File: src/rtl/waveform_phase_meter_pkg.sv
// Shared waveform definitions: meter state encoding, default widths and
// hysteresis thresholds, and the waveform generator's HF/LF sample levels.
// Latency: n/a (types and constants only). Backpressure: n/a.
package waveform_phase_meter_pkg;

  typedef enum logic [1:0] {
    ST_INIT    = 2'd0,
    ST_SEEK    = 2'd1,
    ST_MEAS_HF = 2'd2,
    ST_MEAS_LF = 2'd3
  } meter_state_e;

  localparam int DEF_SAMPLE_W = 13;
  localparam int DEF_CNT_W    = 16;
  localparam int DEF_THR_HI   = 60;
  localparam int DEF_THR_LO   = 40;
  localparam int DEF_TIMEOUT  = 4096;

  // Amplitudes the waveform generator emits for its two phases.
  localparam int GEN_HF_LEVEL = 88;
  localparam int GEN_LF_LEVEL = 13;

  // Encoding of the classified level output.
  localparam logic LEVEL_HF = 1'b1;
  localparam logic LEVEL_LF = 1'b0;

endpackage

File: src/rtl/waveform_phase_meter_level_classifier.sv
// Hysteresis classifier: flags a sample as at/above THR_HI or at/below THR_LO.
// Latency: combinational. Backpressure: none, pure function of sample_in.
// Ports: sample_in (unsigned amplitude) -> is_hi, is_lo. Neither flag set
// means the sample is inside the hysteresis band and the caller keeps its level.
module level_classifier #(
  parameter int SAMPLE_W = 13,
  parameter int THR_HI   = 60,
  parameter int THR_LO   = 40
) (
  input  logic [SAMPLE_W-1:0] sample_in,
  output logic                is_hi,
  output logic                is_lo
);

  localparam logic [SAMPLE_W-1:0] THR_HI_S = SAMPLE_W'(THR_HI);
  localparam logic [SAMPLE_W-1:0] THR_LO_S = SAMPLE_W'(THR_LO);

  assign is_hi = (sample_in >= THR_HI_S);
  assign is_lo = (sample_in <= THR_LO_S);

endmodule

File: src/rtl/waveform_phase_meter.sv
// Measures HF/LF phase lengths of a two-level waveform using a hysteresis slicer.
// Latency: all outputs registered, updated one cycle after the causing sample.
// Backpressure: none; cycles with sample_valid=0 are ignored entirely.
// Ports: clock, reset (sync, active-high); sample_in/sample_valid in;
// level, hf_len, lf_len, meas_valid (pulse), locked, timeout_err (sticky) out.
module waveform_phase_meter
  import waveform_phase_meter_pkg::*;
#(
  parameter int SAMPLE_W = DEF_SAMPLE_W,
  parameter int CNT_W    = DEF_CNT_W,
  parameter int THR_HI   = DEF_THR_HI,
  parameter int THR_LO   = DEF_THR_LO,
  parameter int TIMEOUT  = DEF_TIMEOUT
) (
  input  logic                clock,
  input  logic                reset,
  input  logic [SAMPLE_W-1:0] sample_in,
  input  logic                sample_valid,
  output logic                level,
  output logic [CNT_W-1:0]    hf_len,
  output logic [CNT_W-1:0]    lf_len,
  output logic                meas_valid,
  output logic                locked,
  output logic                timeout_err
);

  localparam logic [CNT_W-1:0] CNT_ONE      = CNT_W'(1);
  localparam logic [CNT_W-1:0] CNT_MAX      = {CNT_W{1'b1}};
  localparam logic [CNT_W-1:0] TIMEOUT_LAST = CNT_W'(TIMEOUT - 1);

  meter_state_e     state_q, state_d;
  logic             level_q, level_d;
  logic [CNT_W-1:0] cnt_q, cnt_d;
  logic [CNT_W-1:0] hf_len_q, hf_len_d;
  logic [CNT_W-1:0] lf_len_q, lf_len_d;
  logic             pair_ok_q, pair_ok_d;
  logic             meas_valid_q, meas_valid_d;
  logic             locked_q, locked_d;
  logic             timeout_err_q, timeout_err_d;

  logic is_hi;
  logic is_lo;
  logic class_lvl;
  logic edge_det;

  level_classifier #(
    .SAMPLE_W (SAMPLE_W),
    .THR_HI   (THR_HI),
    .THR_LO   (THR_LO)
  ) u_classifier (
    .sample_in (sample_in),
    .is_hi     (is_hi),
    .is_lo     (is_lo)
  );

  // In-band samples inherit the registered level, so they can never form an edge.
  assign class_lvl = is_hi ? LEVEL_HF : (is_lo ? LEVEL_LF : level_q);
  assign edge_det  = (class_lvl != level_q);

  always_comb begin
    state_d       = state_q;
    level_d       = level_q;
    cnt_d         = cnt_q;
    hf_len_d      = hf_len_q;
    lf_len_d      = lf_len_q;
    pair_ok_d     = pair_ok_q;
    locked_d      = locked_q;
    timeout_err_d = timeout_err_q;
    meas_valid_d  = 1'b0;  // single-cycle pulse, never held

    if (sample_valid) begin
      if (state_q == ST_INIT) begin
        // First decisive sample only establishes the starting level.
        if (is_hi || is_lo) begin
          level_d = is_hi;
          state_d = ST_SEEK;
        end
      end else if (edge_det) begin
        level_d = class_lvl;
        cnt_d   = CNT_ONE;
        case (state_q)
          ST_SEEK: begin
            // The phase just ended began before we were watching; don't report it.
            state_d = (class_lvl == LEVEL_HF) ? ST_MEAS_HF : ST_MEAS_LF;
          end
          ST_MEAS_HF: begin
            hf_len_d  = cnt_q;
            pair_ok_d = 1'b1;
            state_d   = ST_MEAS_LF;
          end
          ST_MEAS_LF: begin
            lf_len_d = cnt_q;
            state_d  = ST_MEAS_HF;
            // Only report once an HF phase has been fully measured before this LF.
            if (pair_ok_q) begin
              meas_valid_d = 1'b1;
              locked_d     = 1'b1;
            end
          end
          default: begin
            state_d = ST_INIT;
          end
        endcase
      end else if (cnt_q == TIMEOUT_LAST) begin
        // Waveform stalled: drop lock, keep last lengths and level, resync.
        timeout_err_d = 1'b1;
        locked_d      = 1'b0;
        pair_ok_d     = 1'b0;
        cnt_d         = '0;
        state_d       = ST_SEEK;
      end else if (cnt_q != CNT_MAX) begin
        cnt_d = cnt_q + CNT_ONE;
      end
    end
  end

  always_ff @(posedge clock) begin
    if (reset) begin
      state_q       <= ST_INIT;
      level_q       <= LEVEL_LF;
      cnt_q         <= '0;
      hf_len_q      <= '0;
      lf_len_q      <= '0;
      pair_ok_q     <= 1'b0;
      meas_valid_q  <= 1'b0;
      locked_q      <= 1'b0;
      timeout_err_q <= 1'b0;
    end else begin
      state_q       <= state_d;
      level_q       <= level_d;
      cnt_q         <= cnt_d;
      hf_len_q      <= hf_len_d;
      lf_len_q      <= lf_len_d;
      pair_ok_q     <= pair_ok_d;
      meas_valid_q  <= meas_valid_d;
      locked_q      <= locked_d;
      timeout_err_q <= timeout_err_d;
    end
  end

  assign level       = level_q;
  assign hf_len      = hf_len_q;
  assign lf_len      = lf_len_q;
  assign meas_valid  = meas_valid_q;
  assign locked      = locked_q;
  assign timeout_err = timeout_err_q;

endmodule

File: config.mk
export PLATFORM = sky130hd
export DESIGN_NAME = waveform_phase_meter
export DESIGN_NICKNAME = d
export VERILOG_FILES = /design/src/rtl/waveform_phase_meter_pkg.sv /design/src/rtl/waveform_phase_meter_level_classifier.sv /design/src/rtl/waveform_phase_meter.sv
export SDC_FILE = /design/constraint.sdc
export NUM_CORES = 1
export LEC_CHECK = 0
export CAP_MARGIN = 40
export CORE_MARGIN = 1
export CORE_UTILIZATION = 40
export CTS_CLUSTER_DIAMETER = 100
export DETAILED_ROUTE_END_ITERATION = 16
export GPL_TIMING_DRIVEN = 1
export HOLD_SLACK_MARGIN = 0.12
export PLACE_DENSITY = 0.71
export SLEW_MARGIN = 20
export SYNTH_ARGS = -nofsm -noshare
export SYNTH_HDL_FRONTEND = slang
export SYNTH_SLANG_ARGS = --single-unit
export TNS_END_PERCENT = 100
File: constraint.sdc
create_clock -name clock -period 2.8 [get_ports clock]
set_input_delay 0.84 -clock clock [delete_from_list [all_inputs] [get_ports clock]]
set_output_delay 0.84 -clock clock [all_outputs]
set_load 0.005 [all_outputs]
==> impl_metrics.json <==
{
  "status": "complete, no violations",
  "ys_top_cells_by_area": "dfxtp_1 (42%), mux2i_1 (13%), nor2_1 (5.5%)",
  "synth-simple-area-share_pct": 25.9,
  "avgSynthCellArea_sq_um": 9.58,
  "grt_first_pass_wirelength_mm": 11.0,
  "finalSetupViolations": 0,
  "synth_commonest_cells": "dfxtp_1 (55), nor2_1 (38), mux2i_1 (34)",
  "min_path_cells": 2,
  "fin_nets": 358,
  "synth_top_area_cell": "dfxtp_1",
  "dr_total_vias": 2326,
  "nFillCells": 578,
  "syn2layout_area_growth_pct": 34.0,
  "cp_slowest_cell": "or4_4",
  "ys.flop_type": "dfxtp_1",
  "cts_tree": "yes",
  "period_minus_slack_ns": 2.71,
  "synth_compound_area_share_pct": 15.1,
  "grt_antenna_before_repair": 0,
  "crit_path_start": "sample_in[10]",
  "total_power_mw": 1.43,
  "crit_path_max_fanout": 8,
  "yosys_register_bits": 55,
  "initial_core_util_pct": 41.4,
  "die_h_um": 82.9,
  "end_kind": "flip-flop",
  "grt_pass1_vias": 2245,
  "portBuffers": 51,
  "muxShareOfSynthArea_pct": 13.0,
  "cpMostUsedCell": "buf_4",
  "synth_edf_count": 0,
  "path_cells": "clkdlybuf4s50_1, or4_4, nor4b_4, buf_4, a2111oi_4, buf_4, clkbuf_16, mux2i_1, nor2_1",
  "ir_drop_mv": 0.251,
  "dp_cells": 409,
  "die-area_sq_mm": 0.00686,
  "required_ns": 3.01,
  "synth_cells": 273,
  "die_w_um": 82.9,
  "fin_skew_ns": 0.0159,
  "min_from": "timeout_err$_SDFFE_PP0P_",
  "synth_seq_area_share_pct": 42.1,
  "gp_congestion": 0.865,
  "hold_end": "timeout_err$_SDFFE_PP0P_",
  "place_area_sq_mm": 0.00334,
  "routed_via_density": 5.55,
  "slew_headroom_pct": 57.8,
  "synth_top_area_share_pct": 42.1,
  "fin_area_sq_mm": 0.00350,
  "drv_cap": 0,
  "drc": 0,
  "post_drt_wl_per_cell_um": 15.5,
  "antennaDiodeCount": 0,
  "path_class": "input port to flip-flop",
  "r2r-end": "cnt_q[15]$_SDFFE_PP0P_",
  "yosysMostFrequentCell": "dfxtp_1",
  "critPathArrivalTime_ns": 2.92,
  "rr_startpoint": "cnt_q[0]$_SDFFE_PP0P_",
  "hold_viol": 0,
  "cp-start-kind": "input port",
  "htreeDepth": 2,
  "layout.cells.non_filler": 419,
  "grt_max_degree": 44,
  "rows": 29,
  "ys_types": 52,
  "slew_violations": 0,
  "cts_buffers": 5,
  "clockBufferDepth": 2,
  "num_io_pins": 52,
  "reg2reg_slack_ns": 0.29,
  "clockRootBuffer": "clkbuf_8",
  "clk_latency_ns": 0.32,
  "track_usage_pct": 19.3,
  "routed_wl_mm": 6.49,
  "drtPass1Iterations": 4,
  "r2r.worst_path.cells": 6,
  "fmax_ghz": 0.369,
  "final_core_util_pct": 55.5,
  "p_leak_nw": 1.26,
  "grt_overflow": 0,
  "period_share_pct": 96.7,
  "synthArstFlopShare_pct": 0,
  "synthesis.nets": 290,
  "rsz0062_at_grt": "false",
  "drive_above_1_share_pct": 13.7,
  "worst_slew_pin_slew_ns": 0.628,
  "syn_area_sq_mm": 0.00262,
  "drtAntennaViolNets": 0,
  "ys_warn_count": 0,
  "hold_path_class": "flip-flop to flip-flop",
  "synth_top_family_by_area": "simple AND/OR/NAND/NOR gates",
  "core_area_sq_mm": 0.00631,
  "clock_sinks": 55,
  "max_stage_delay_ns": 0.53,
  "path_clk_slew_ns": 0.10,
  "drt_iter0_markers": 110,
  "synth_xor_area_share_pct": 0,
  "hpwl_mm": 4.45,
  "p_per_area_mw_per_mm2": 408,
  "synth_fa_ha_area_share_pct": 0.478
}
## metrics by stage
stage	setup slack [ns]	setup TNS, ns	hold WS [ns]
6_report	0.0932	0	0.449
5_1_grt	0.0167	0	0.514
4_1_cts	0.0324	0	0.458
3_5_place_dp	-0.277	-11.40	0.443
3_3_place_gp	-0.235	-9.46	0.436
2_1_floorplan	0.101	0	0.442
## how the worst max path moves through the flow
stage                                         end
final                     lf_len[14]$_SDFFE_PP0P_
after global routing       cnt_q[15]$_SDFFE_PP0P_
after CTS                  cnt_q[15]$_SDFFE_PP0P_
after detailed placement   cnt_q[14]$_SDFFE_PP0P_
after global placement      cnt_q[5]$_SDFFE_PP0P_
after floorplan           hf_len[10]$_SDFFE_PP0P_
## cell usage in the layout, fill, tap and decap left out, types with 3 or more instances in the layout
cell type and n:
a211o_1 6, a21oi_1 5, a22oi_1 3, and3_1 10, buf_4 20, clkbuf_8 5
clkdlybuf4s50_1 48, dfxtp_1 55, dlymetal6s2s_1 3, inv_1 4, mux2i_1 34, nand2_1 16
nand2b_1 3, nand3_1 7, nand4_1 10, nor2_1 38, nor3_1 4, nor4_1 5
nor4_4 3, o21ai_0 4, o21ai_1 4, o32ai_1 4, or4_1 3
## state kept, by name (all words and copies together), names as in the netlist
signal,cells
cnt_q,16
hf_len,16
lf_len,16
state_q,2
level,1
locked,1
meas_valid,1
pair_ok_q,1
timeout_err,1
## layout make-up
cell class,instances,area [sq um],area share (%)
clock inverters,3,22.5,0.643
clock buffers,5,68.8,1.96
repair buffers,75,744,21.3
multi-input cells,200,1460,41.5
inverters,4,15.0,0.429
flip-flops and latches,55,1100,31.4
well taps,77,96.3,2.75
## kinds of logic after synthesis
logic type / after synthesis
simple gates: 118
flops: 55
compound gates: 47
mux: 34
buf+inv: 18
fa+ha+maj: 1
## routing by layer
layer  up-vias  share of wire (%)  track usage (%)
li1       1161                  -                -
met2        55                 46             30.4
met3         7                4.4             3.88
met4         0                1.2             5.49
met5         -                  0                0
met1      1103                 48             26.6
## worst max-delay path, delay by kind of cell
kind | cells | cell delay, ns
AND/OR/NAND/NOR | 3 | 0.87
AO/OA/AOI/OAI | 1 | 0.05
buffers and inverters | 4 | 1.01
multiplexers | 1 | 0.14
## repair_timing
| item | CTS | global route |
|---|---|---|
| buffers inserted | 0 | 1 |
| endpoints found under the hold margin | 0 | 0 |
| resized for setup | 0 | 10 |
| hold buffers | 0 | 0 |
| setup endpoints to repair | 0 | 27 |
## report_power, final
part	internal (mW)	switching (mW)
clock network	0.180	0.270
logic	0.0789	0.0946
registers	0.790	0.0176
No activity file was read; power rests on OpenSTA's default activity.
